`config.mk`:
```
export PLATFORM = sky130hd
export DESIGN_NAME = bomb_engine
export DESIGN_NICKNAME = d
export VERILOG_FILES = /design/src/rtl/bomb_engine.sv
export SDC_FILE = /design/constraint.sdc
export NUM_CORES = 1
export LEC_CHECK = 0
export ABC_CLOCK_PERIOD_IN_PS = 4500
export BUFFER_PORTS_ARGS = -buffer_cell sky130_fd_sc_hd__buf_2
export CAP_MARGIN = 20
export CORE_ASPECT_RATIO = 1.75
export CORE_MARGIN = 1.5
export CORE_UTILIZATION = 45
export DETAILED_ROUTE_END_ITERATION = 7
export PLACE_DENSITY = 0.66
export SLEW_MARGIN = 20
export SYNTH_ARGS = -nofsm -noshare
export SYNTH_HDL_FRONTEND = slang
export SYNTH_SLANG_ARGS = --single-unit
```
`constraint.sdc`:
```
create_clock -name bombClk -period 4.5 [get_ports bombClk]
set_clock_uncertainty 0.1 [all_clocks]
set_input_delay 0.9 -clock bombClk [delete_from_list [all_inputs] [get_ports bombClk]]
set_output_delay 0.9 -clock bombClk [all_outputs]
set_load 0.01 [all_outputs]
```
`src/rtl/bomb_engine.sv`:
```
// Bomb map engine: per-cell fuse counters, chained blasts, player damage and game result.
// Define BOMB_WALLS_EN to add a wall_map input that stops blast arms and blocks placement.
module bomb_engine #(
    parameter int GRID_W     = 10,
    parameter int GRID_H     = 10,
    parameter int FUSE       = 3,
    parameter int RADIUS     = 2,
    parameter int NPLAYERS   = 2,
    parameter int HEALTH_W   = 2,
    parameter int MAX_HEALTH = 3
) (
    input  logic                         bombClk,
    input  logic                         rst,
`ifdef BOMB_WALLS_EN
    input  logic [GRID_W*GRID_H-1:0]     wall_map,
`endif
    input  logic [4*NPLAYERS-1:0]        player_x,
    input  logic [4*NPLAYERS-1:0]        player_y,
    input  logic [NPLAYERS-1:0]          place_v,
    input  logic [4*NPLAYERS-1:0]        place_x,
    input  logic [4*NPLAYERS-1:0]        place_y,
    output logic [NPLAYERS-1:0]          place_ack,
    output logic [GRID_W*GRID_H-1:0]     bomb_map,
    output logic [GRID_W*GRID_H-1:0]     blast_map,
    output logic [HEALTH_W*NPLAYERS-1:0] health,
    output logic [1:0]                   game_state,
    output logic [1:0]                   winner
);
    localparam int NCELL = GRID_W * GRID_H;
    localparam int FW    = $clog2(FUSE + 1);

    typedef enum logic [1:0] {ST_RUN = 2'd0, ST_WIN = 2'd1, ST_DRAW = 2'd2} state_t;

`ifndef BOMB_WALLS_EN
    logic [NCELL-1:0] wall_map;
    assign wall_map = '0;
`endif

    logic [FW-1:0]       fuse_q [NCELL];
    logic [FW-1:0]       fuse_d [NCELL];
    logic [HEALTH_W-1:0] hp_q   [NPLAYERS];
    logic [HEALTH_W-1:0] hp_d   [NPLAYERS];
    logic [NCELL-1:0]    det, blast_d, blast_q, place_hit;
    logic [NPLAYERS-1:0] ack_d, ack_q;
    state_t              state_d, state_q;
    logic [1:0]          winner_d, winner_q;

    // Each arm walks outward and closes at the grid edge or just before a wall.
    function automatic logic [NCELL-1:0] blast_of(input logic [NCELL-1:0] src,
                                                  input logic [NCELL-1:0] walls);
        logic [NCELL-1:0] b;
        logic             open;
        int               nx, ny;
        b = '0;
        for (int x = 0; x < GRID_W; x++) begin
            for (int y = 0; y < GRID_H; y++) begin
                if (src[x*GRID_H+y]) begin
                    b[x*GRID_H+y] = 1'b1;
                    for (int dir = 0; dir < 4; dir++) begin
                        open = 1'b1;
                        for (int k = 1; k <= RADIUS; k++) begin
                            nx = x + ((dir == 0) ? k : (dir == 1) ? -k : 0);
                            ny = y + ((dir == 2) ? k : (dir == 3) ? -k : 0);
                            if (nx < 0 || nx >= GRID_W || ny < 0 || ny >= GRID_H) open = 1'b0;
                            else if (walls[nx*GRID_H+ny]) open = 1'b0;
                            else if (open) b[nx*GRID_H+ny] = 1'b1;
                        end
                    end
                end
            end
        end
        return b;
    endfunction

    // Only live bombs detonate; a blast over an empty cell does not propagate.
    always_comb begin
        for (int c = 0; c < NCELL; c++)
            det[c] = (fuse_q[c] == FW'(1)) || ((fuse_q[c] != '0) && blast_q[c]);
    end

    assign blast_d = blast_of(det, wall_map);

    always_comb begin
        int px, py;
        ack_d     = '0;
        place_hit = '0;
        for (int p = 0; p < NPLAYERS; p++) begin
            px = int'(place_x[4*p +: 4]);
            py = int'(place_y[4*p +: 4]);
            if (place_v[p] && state_q == ST_RUN && hp_q[p] != '0 && px < GRID_W && py < GRID_H) begin
                if (fuse_q[px*GRID_H+py] == '0 && !blast_d[px*GRID_H+py] &&
                    !wall_map[px*GRID_H+py] && !place_hit[px*GRID_H+py]) begin
                    ack_d[p]                 = 1'b1;
                    place_hit[px*GRID_H+py]  = 1'b1;
                end
            end
        end
    end

    always_comb begin
        for (int c = 0; c < NCELL; c++) begin
            if (det[c])                fuse_d[c] = '0;
            else if (fuse_q[c] > FW'(1)) fuse_d[c] = fuse_q[c] - FW'(1);
            else if (place_hit[c])     fuse_d[c] = FW'(FUSE);
            else                       fuse_d[c] = fuse_q[c];
        end
    end

    // Health is frozen once the game has a result.
    always_comb begin
        int px, py;
        for (int p = 0; p < NPLAYERS; p++) begin
            px      = int'(player_x[4*p +: 4]);
            py      = int'(player_y[4*p +: 4]);
            hp_d[p] = hp_q[p];
            if (state_q == ST_RUN && hp_q[p] != '0 && px < GRID_W && py < GRID_H) begin
                if (blast_d[px*GRID_H+py]) hp_d[p] = hp_q[p] - HEALTH_W'(1);
            end
        end
    end

    always_comb begin
        int         n_alive;
        logic [1:0] last_alive;
        n_alive    = 0;
        last_alive = '0;
        for (int p = 0; p < NPLAYERS; p++) begin
            if (hp_q[p] != '0) begin
                n_alive    = n_alive + 1;
                last_alive = 2'(p);
            end
        end
        state_d  = state_q;
        winner_d = winner_q;
        if (state_q == ST_RUN) begin
            if (n_alive == 1) begin
                state_d  = ST_WIN;
                winner_d = last_alive;
            end else if (n_alive == 0) begin
                state_d  = ST_DRAW;
            end
        end
    end

    always_ff @(posedge bombClk) begin
        if (rst) begin
            for (int c = 0; c < NCELL; c++) fuse_q[c] <= '0;
            for (int p = 0; p < NPLAYERS; p++) hp_q[p] <= HEALTH_W'(MAX_HEALTH);
            blast_q  <= '0;
            ack_q    <= '0;
            state_q  <= ST_RUN;
            winner_q <= '0;
        end else begin
            fuse_q   <= fuse_d;
            hp_q     <= hp_d;
            blast_q  <= blast_d;
            ack_q    <= ack_d;
            state_q  <= state_d;
            winner_q <= winner_d;
        end
    end

    always_comb begin
        for (int c = 0; c < NCELL; c++) bomb_map[c] = (fuse_q[c] != '0);
        for (int p = 0; p < NPLAYERS; p++) health[HEALTH_W*p +: HEALTH_W] = hp_q[p];
    end

    assign blast_map  = blast_q;
    assign place_ack  = ack_q;
    assign game_state = state_q;
    assign winner     = winner_q;

endmodule
```
==> metrics.csv, run 1 <==
stage,metric,value,unit
global_routing,vias in the first global route,41290,
clock_network,CTS HTree Levels,1,
synthesis,cell area after synthesis,25400,sq um
clock_network,clk buf depth,3,
synthesis,"Net Count, Synth",3244,
placement,IO buf count,244,
die,Die H,317,um
synthesis,synth warn,0,
global_routing,"Remaining Overflow, GRT",548,
synthesis,Synth Instances,3171,
run_status,Failed at,global routing (5_1_grt),
die,Die Span X,183,um
global_routing,largest net degree at the start of global routing,131,
synthesis,Synth cell types,85,
placement,post-detail-place hpwl,153,mm
run_status,outcome,aborted with a tool error,
die,I/O pin total,246,
clock_network,clock tree root buffer cell,clkbuf_16,
clock_network,"Hold-fix buffers, CTS",0,
clock_network,Sink Count,309,
die,initial cell density of the core,45.4,%
synthesis,number of synthesized flops with an enable pin,0,
placement,Post-Place Setup Slack,-1.32,ns
synthesis,post-synthesis register bit count,309,
placement,Placer Congestion,1.30,
synthesis,Synth Flop Type,dfxtp_1,
clock_network,CTS Buf Count,31,
run_status,error msg,[ERROR GRT-0116] Global routing finished with congestion. Check the congestion regions in the DRC Viewer.,
synthesis,Avg Synthesized Cell Area,8.01,sq um
synthesis,sequential fraction of the synthesis area,24.3,%
global_routing,GRT Util Overall,79.9,%
synthesis,Synth async-reset ratio,0,%
die,row cnt,115,
global_routing,first-pass GRT wire length,343,mm
[synth_stat cells (14+ instances only)]
cell | n | area share, %
clkbuf_1 | 154 | 2.3
a21o_1 | 42 | 1.2
mux2i_1 | 164 | 6.5
dfxtp_1 | 309 | 24
mux2_2 | 51 | 2.3
nand3b_1 | 83 | 2.5
nand2_1 | 238 | 3.5
o221ai_1 | 28 | 0.97
o2111ai_1 | 66 | 2.3
o22ai_1 | 56 | 1.4
nand2b_1 | 18 | 0.44
a221oi_1 | 24 | 0.83
nor3_1 | 85 | 1.7
xnor2_1 | 21 | 0.72
nand3_1 | 66 | 1.3
a21boi_0 | 38 | 1.1
buf_4 | 14 | 0.41
or2_2 | 109 | 2.7
mux4_2 | 67 | 5.9
buf_2 | 62 | 1.2
a21oi_1 | 273 | 5.4
a41oi_1 | 41 | 1.4
o211ai_1 | 15 | 0.44
nor2b_1 | 16 | 0.39
o31ai_1 | 15 | 0.44
nor4_1 | 106 | 2.6
o2111ai_2 | 20 | 1.2
nand4_1 | 69 | 1.7
a211o_1 | 72 | 2.5
a211oi_1 | 28 | 0.83
ha_1 | 29 | 1.4
a31oi_1 | 63 | 1.6
o21ai_0 | 57 | 1.1
a221o_1 | 15 | 0.59
or3_1 | 25 | 0.62
o41ai_1 | 21 | 0.72
nor2_1 | 356 | 5.3
buf_1 | 15 | 0.22
inv_1 | 34 | 0.50
a22oi_1 | 16 | 0.47
[cells by family after synthesis]
| logic type | synth area share, % |
|---|---|
| AO/OA/AOI/OAI | 28.2 |
| XOR/XNOR | 1.06 |
| adder cells (fa/ha/maj) | 2.06 |
| buffers and inverters | 4.93 |
| flip-flops | 24.3 |
| multiplexers | 15.1 |
| other | 0.0148 |
| AND/OR/NAND/NOR | 24.3 |
[per-layer routing]
metal  GRT overflow  GRT usage [%]
met1              2           79.7
met2            287           97.6
met3              3           62.3
met4            256           83.7
met5              0           22.3
[per-stage QoR]
step           utilization (%)  hold slack (ns)  std cells  instance area, sq um  TNS (ns)
2_1_floorplan                -            0.373       3171                 25500         0
3_3_place_gp              60.0            0.394       4722                 33600   -230.72
3_5_place_dp              60.0            0.413       4722                 33600   -229.63
4_1_cts                   64.8            0.424       4805                 36300     -7.00
[repair_timing]
action | 4_1_cts
pin swaps | 81
endpoints found under the hold margin | 0
endpoints found under the setup margin | 202
gates resized for setup | 214
setup buffers | 19
cloned | 10
==> inputs of run 2 (changes only) <==
==> config.mk (replaced) <==
export PLATFORM = sky130hd
export DESIGN_NAME = bomb_engine
export DESIGN_NICKNAME = d
export VERILOG_FILES = /design/src/rtl/bomb_engine.sv
export SDC_FILE = /design/constraint.sdc
export NUM_CORES = 1
export LEC_CHECK = 0
export ABC_CLOCK_PERIOD_IN_PS = 5900
export BUFFER_PORTS_ARGS = -buffer_cell sky130_fd_sc_hd__buf_2
export CAP_MARGIN = 20
export CORE_MARGIN = 1.5
export CORE_UTILIZATION = 30
export DETAILED_ROUTE_END_ITERATION = 7
export PLACE_DENSITY_LB_ADDON = 0.15
export SLEW_MARGIN = 20
export SYNTH_ARGS = -nofsm -noshare
export SYNTH_HDL_FRONTEND = slang
export SYNTH_SLANG_ARGS = --single-unit
==> constraint.sdc (replaced) <==
create_clock -name bombClk -period 5.9 [get_ports bombClk]
set_clock_uncertainty 0.1 [all_clocks]
set_input_delay 1.18 -clock bombClk [delete_from_list [all_inputs] [get_ports bombClk]]
set_output_delay 1.18 -clock bombClk [all_outputs]
set_load 0.01 [all_outputs]
==> run 2 against run 1 <==
The flow now finishes without violations. Synthesized area did not move. Synthesized cell count did not move.
==> metrics.csv, run 2 <==
stage,metric,value,unit,change
worst_setup_path,reg2reg setup slack,0.48,ns,
placement,Area after DPL,31100,sq um,-7.5%
sta,Final Setup Violations,0,,
worst_setup_path,CP peak stage delay,0.86,ns,
worst_setup_path,worst path cell trace,"buf_2, ha_4, fa_4, clkinv_1, buf_4, buf_4, nand2_1, buf_4, buf_4, o22ai_1, nor4_1, o211ai_1, buf_4, or4_4, buf_12, o2111ai_1, a21boi_0",,
layout,final net count,3752,,
sta,Setup TNS Final,0,ns,
worst_setup_path,Worst EP arrival,5.99,ns,
layout,"commonest non-fill, non-tap cell in the layout",buf_4,,
min_path,WHS Path Cells,2,,
synthesis,"Net Count, Synth",3244,,unchanged
layout,largest register by flop count,fuse_q,,
layout,area grow syn2layout,27.6,%,
layout,final instance area,32400,sq um,
die,Die Span X,294,um,+61%
worst_setup_path,WP data required,6.27,ns,
worst_setup_path,startpoint types,input pin,,
synthesis,Synth cell types,85,,unchanged
synthesis,most frequent cell after synthesis,nor2_1,,
power_and_ir_drop,peak supply drop,185,uV,
detailed_routing,drt pass-1 iters,6,,
detailed_routing,DR vias,32775,,
worst_setup_path,Critical R2R Capture,fuse_q[177],,
power_and_ir_drop,Switching Power,3520,uW,
layout,max reg flops,200,,
power_and_ir_drop,Clock power frac,31.6,%,
placement,post-detail-place hpwl,154,mm,+0.54%
layout,filler instances,8826,,
sta,fin. max-slew vios,0,,
die,die area,86400,sq um,
synthesis,Synth Instances,3171,,unchanged
global_routing,"Remaining Overflow, GRT",0,,
sta,final hold slack,0.416,ns,
synthesis,number of synthesized flops with an enable pin,0,,unchanged
sta,RSZ-0062 raised after global routing,no,,
worst_setup_path,worst r2r src,fuse_q[41],,
sta,final hold vios,0,,
clock_network,Post-CTS Setup Bufs,0,,-19
global_routing,GRT Util Overall,43.0,%,
clock_network,clock tree root buffer cell,clkbuf_16,,
sta,Max-slew headroom,16.6,%,
synthesis,synth cell count leaders,"356 x nor2_1, 309 x dfxtp_1, 273 x a21oi_1",,
die,core box area,83700,sq um,
sta,worst slew pin tran,1.22,ns,
sta,Tmin final,5.63,ns,
die,row cnt,106,,-7.8%
power_and_ir_drop,sequential share of power,26.5,%,
die,initial cell density of the core,30.4,%,-15 points
layout,Register Area,6190,sq um,
run_status,outcome,"finished, final reports clean",,
detailed_routing,antenna-violating nets left,0,,
power_and_ir_drop,Comb pwr share,41.9,%,
detailed_routing,Via density,6.76,,
die,I/O pin total,246,,unchanged
clock_network,worst skew pair latency,0.60,ns,
synthesis,synth warn,0,,unchanged
clock_network,"Gates resized, CTS repair",0,,-100%
flow_run,max-cap viol count,0,,
power_and_ir_drop,switching share of power,43.4,%,
synthesis,Synth Flop Type,dfxtp_1,,
synthesis,Avg Synthesized Cell Area,8.01,sq um,unchanged
clock_network,clk buf depth,3,,unchanged
sta,maximum clock rate,178,MHz,
placement,IO buf count,244,,unchanged
synthesis,"top cells by area, synth","dfxtp_1 24%, mux2i_1 6.5%, mux4_2 5.9%",,
worst_setup_path,worst-case reg-to-reg path depth,11,,
worst_setup_path,CP endpoint kind,flop,,
min_path,Min-Delay Path Class,flop to flop,,
synthesis,post-synthesis register bit count,309,,unchanged
placement,Placer Congestion,1.11,,-15%
clock_network,CTS tree,done,,
global_routing,vias in the first global route,30373,,
clock_network,CTS Buf Count,40,,+29%
layout,most frequent cells in the layout,"445 x buf_4, 355 x nor2_1, 309 x dfxtp_1, 273 x a21oi_1, 242 x buf_2",,
min_path,hold path endpoint,winner[0],,
layout,fin cells,4850,,
clock_network,"Hold-fix buffers, CTS",0,,unchanged
detailed_routing,WL/cell,39.7,um,
detailed_routing,drt total wl,192,mm,
global_routing,largest net degree at the start of global routing,122,,
clock_network,CTS HTree Levels,2,,+1
worst_setup_path,kind of critical path,input pin to flop,,
die,Die H,294,um,-7.3%
layout,area occupied by multi-input gates,18200,sq um,
clock_network,Sink Count,309,,unchanged
synthesis,cell area after synthesis,25400,sq um,unchanged
power_and_ir_drop,internal power,4600,uW,
sta,Tcrit/Tclk final,95.3,%,
worst_setup_path,Worst path slowest cell,fa_4,,
synthesis,post-synth top area share,24.3,%,unchanged
worst_setup_path,CP Max Fanout,57,,
placement,placed cells,4770,,+1.0%
global_routing,first-pass GRT wire length,259,mm,
synthesis,sequential fraction of the synthesis area,24.3,%,unchanged
worst_setup_path,crit-path most repeated cell,buf_4,,
min_path,HP Start,winner[0],,
synthesis,post-synth top area cell,dfxtp_1,,
synthesis,Synth async-reset ratio,0,%,unchanged
power_and_ir_drop,power per cell area,251,nW/um^2,
global_routing,initial antenna violation count,12,,
layout,fraction of layout cells with a size suffix above 1,29.7,%,
detailed_routing,post-route DRC violation count,0,,
clock_network,clock transition at the registers of the reported paths,0.06,ns,
power_and_ir_drop,Leak,0.0138,uW,
detailed_routing,drt initial violations,5180,,
## run 2: cell counts after synthesis
Identical to the previous run, type by type.
## run 2: cells by family after synthesis
group / synth area share [%]
AO/OA/AOI/OAI: 28.2
XOR/XNOR: 1.06
adder cells (fa/ha/maj): 2.06
buffers and inverters: 4.93
flip-flops: 24.3
multiplexers: 15.1
other: 0.0148
AND/OR/NAND/NOR: 24.3
## run 2: metal layers
| metal | GRT usage, % | vias up | routed length, um |
|---|---|---|---|
| met2 | 62.3 | 2471 | 78900 |
| met5 | 0 | - | 108 |
| li1 | - | 13367 | - |
| met4 | 25.9 | 16 | 13900 |
| met3 | 12.6 | 578 | 23700 |
| met1 | 56.0 | 16343 | 75900 |
## run 2: worst max path at each step
stage	startpoint	to	slack, ns	depth (start not counted)
3_5_place_dp	place_x[0]	fuse_q[195]	-0.1	17
6_report	place_x[0]	fuse_q[177]	0.27	17
4_1_cts	place_x[0]	fuse_q[195]	0.52	17
3_3_place_gp	place_x[0]	fuse_q[195]	-0.12	15
2_1_floorplan	place_x[0]	fuse_q[104]	0.87	15
5_1_grt	place_x[0]	fuse_q[139]	0.36	19
## run 2: final cells by class
type                    instances  area share [%]
diodes                          6          0.0463
clock buffers                  57            3.56
clock inverters                16           0.533
inverters                      39           0.451
multi-input cells            2573            56.2
flip-flops and latches        309            19.1
well taps                    1134            4.38
repair buffers                716            15.8
## run 2: critical path, delay by kind of cell
kind / cells / cell delay [ns]
AND/OR/NAND/NOR: 3 / 1.53
AO/OA/AOI/OAI: 4 / 0.71
adder cells (fa/ha/maj): 2 / 1.02
buffers and inverters: 8 / 1.37
## run 2: stage by stage
step / total power, uW / setup WS, ns / util, %
final: 8130 / 0.275 / 38.7
after global routing: 8220 / 0.355 / 38.7
after CTS: 7960 / 0.522 / 38.7
after detailed placement: 5400 / -0.0964 / 37.1
after global placement: 5430 / -0.123 / 37.1
after floorplan: 3770 / 0.867 / -
## run 2: power groups by stage
stage | clock network [uW] | registers (uW) | logic [uW]
6_report | 2570 | 2150 | 3410
5_1_grt | 2660 | 2150 | 3410
4_1_cts | 2590 | 2150 | 3210
3_5_place_dp | 0 | 2200 | 3200
3_3_place_gp | 0 | 2200 | 3230
2_1_floorplan | 0 | 2180 | 1580
Note: power is estimated with default switching activity, not from simulation.
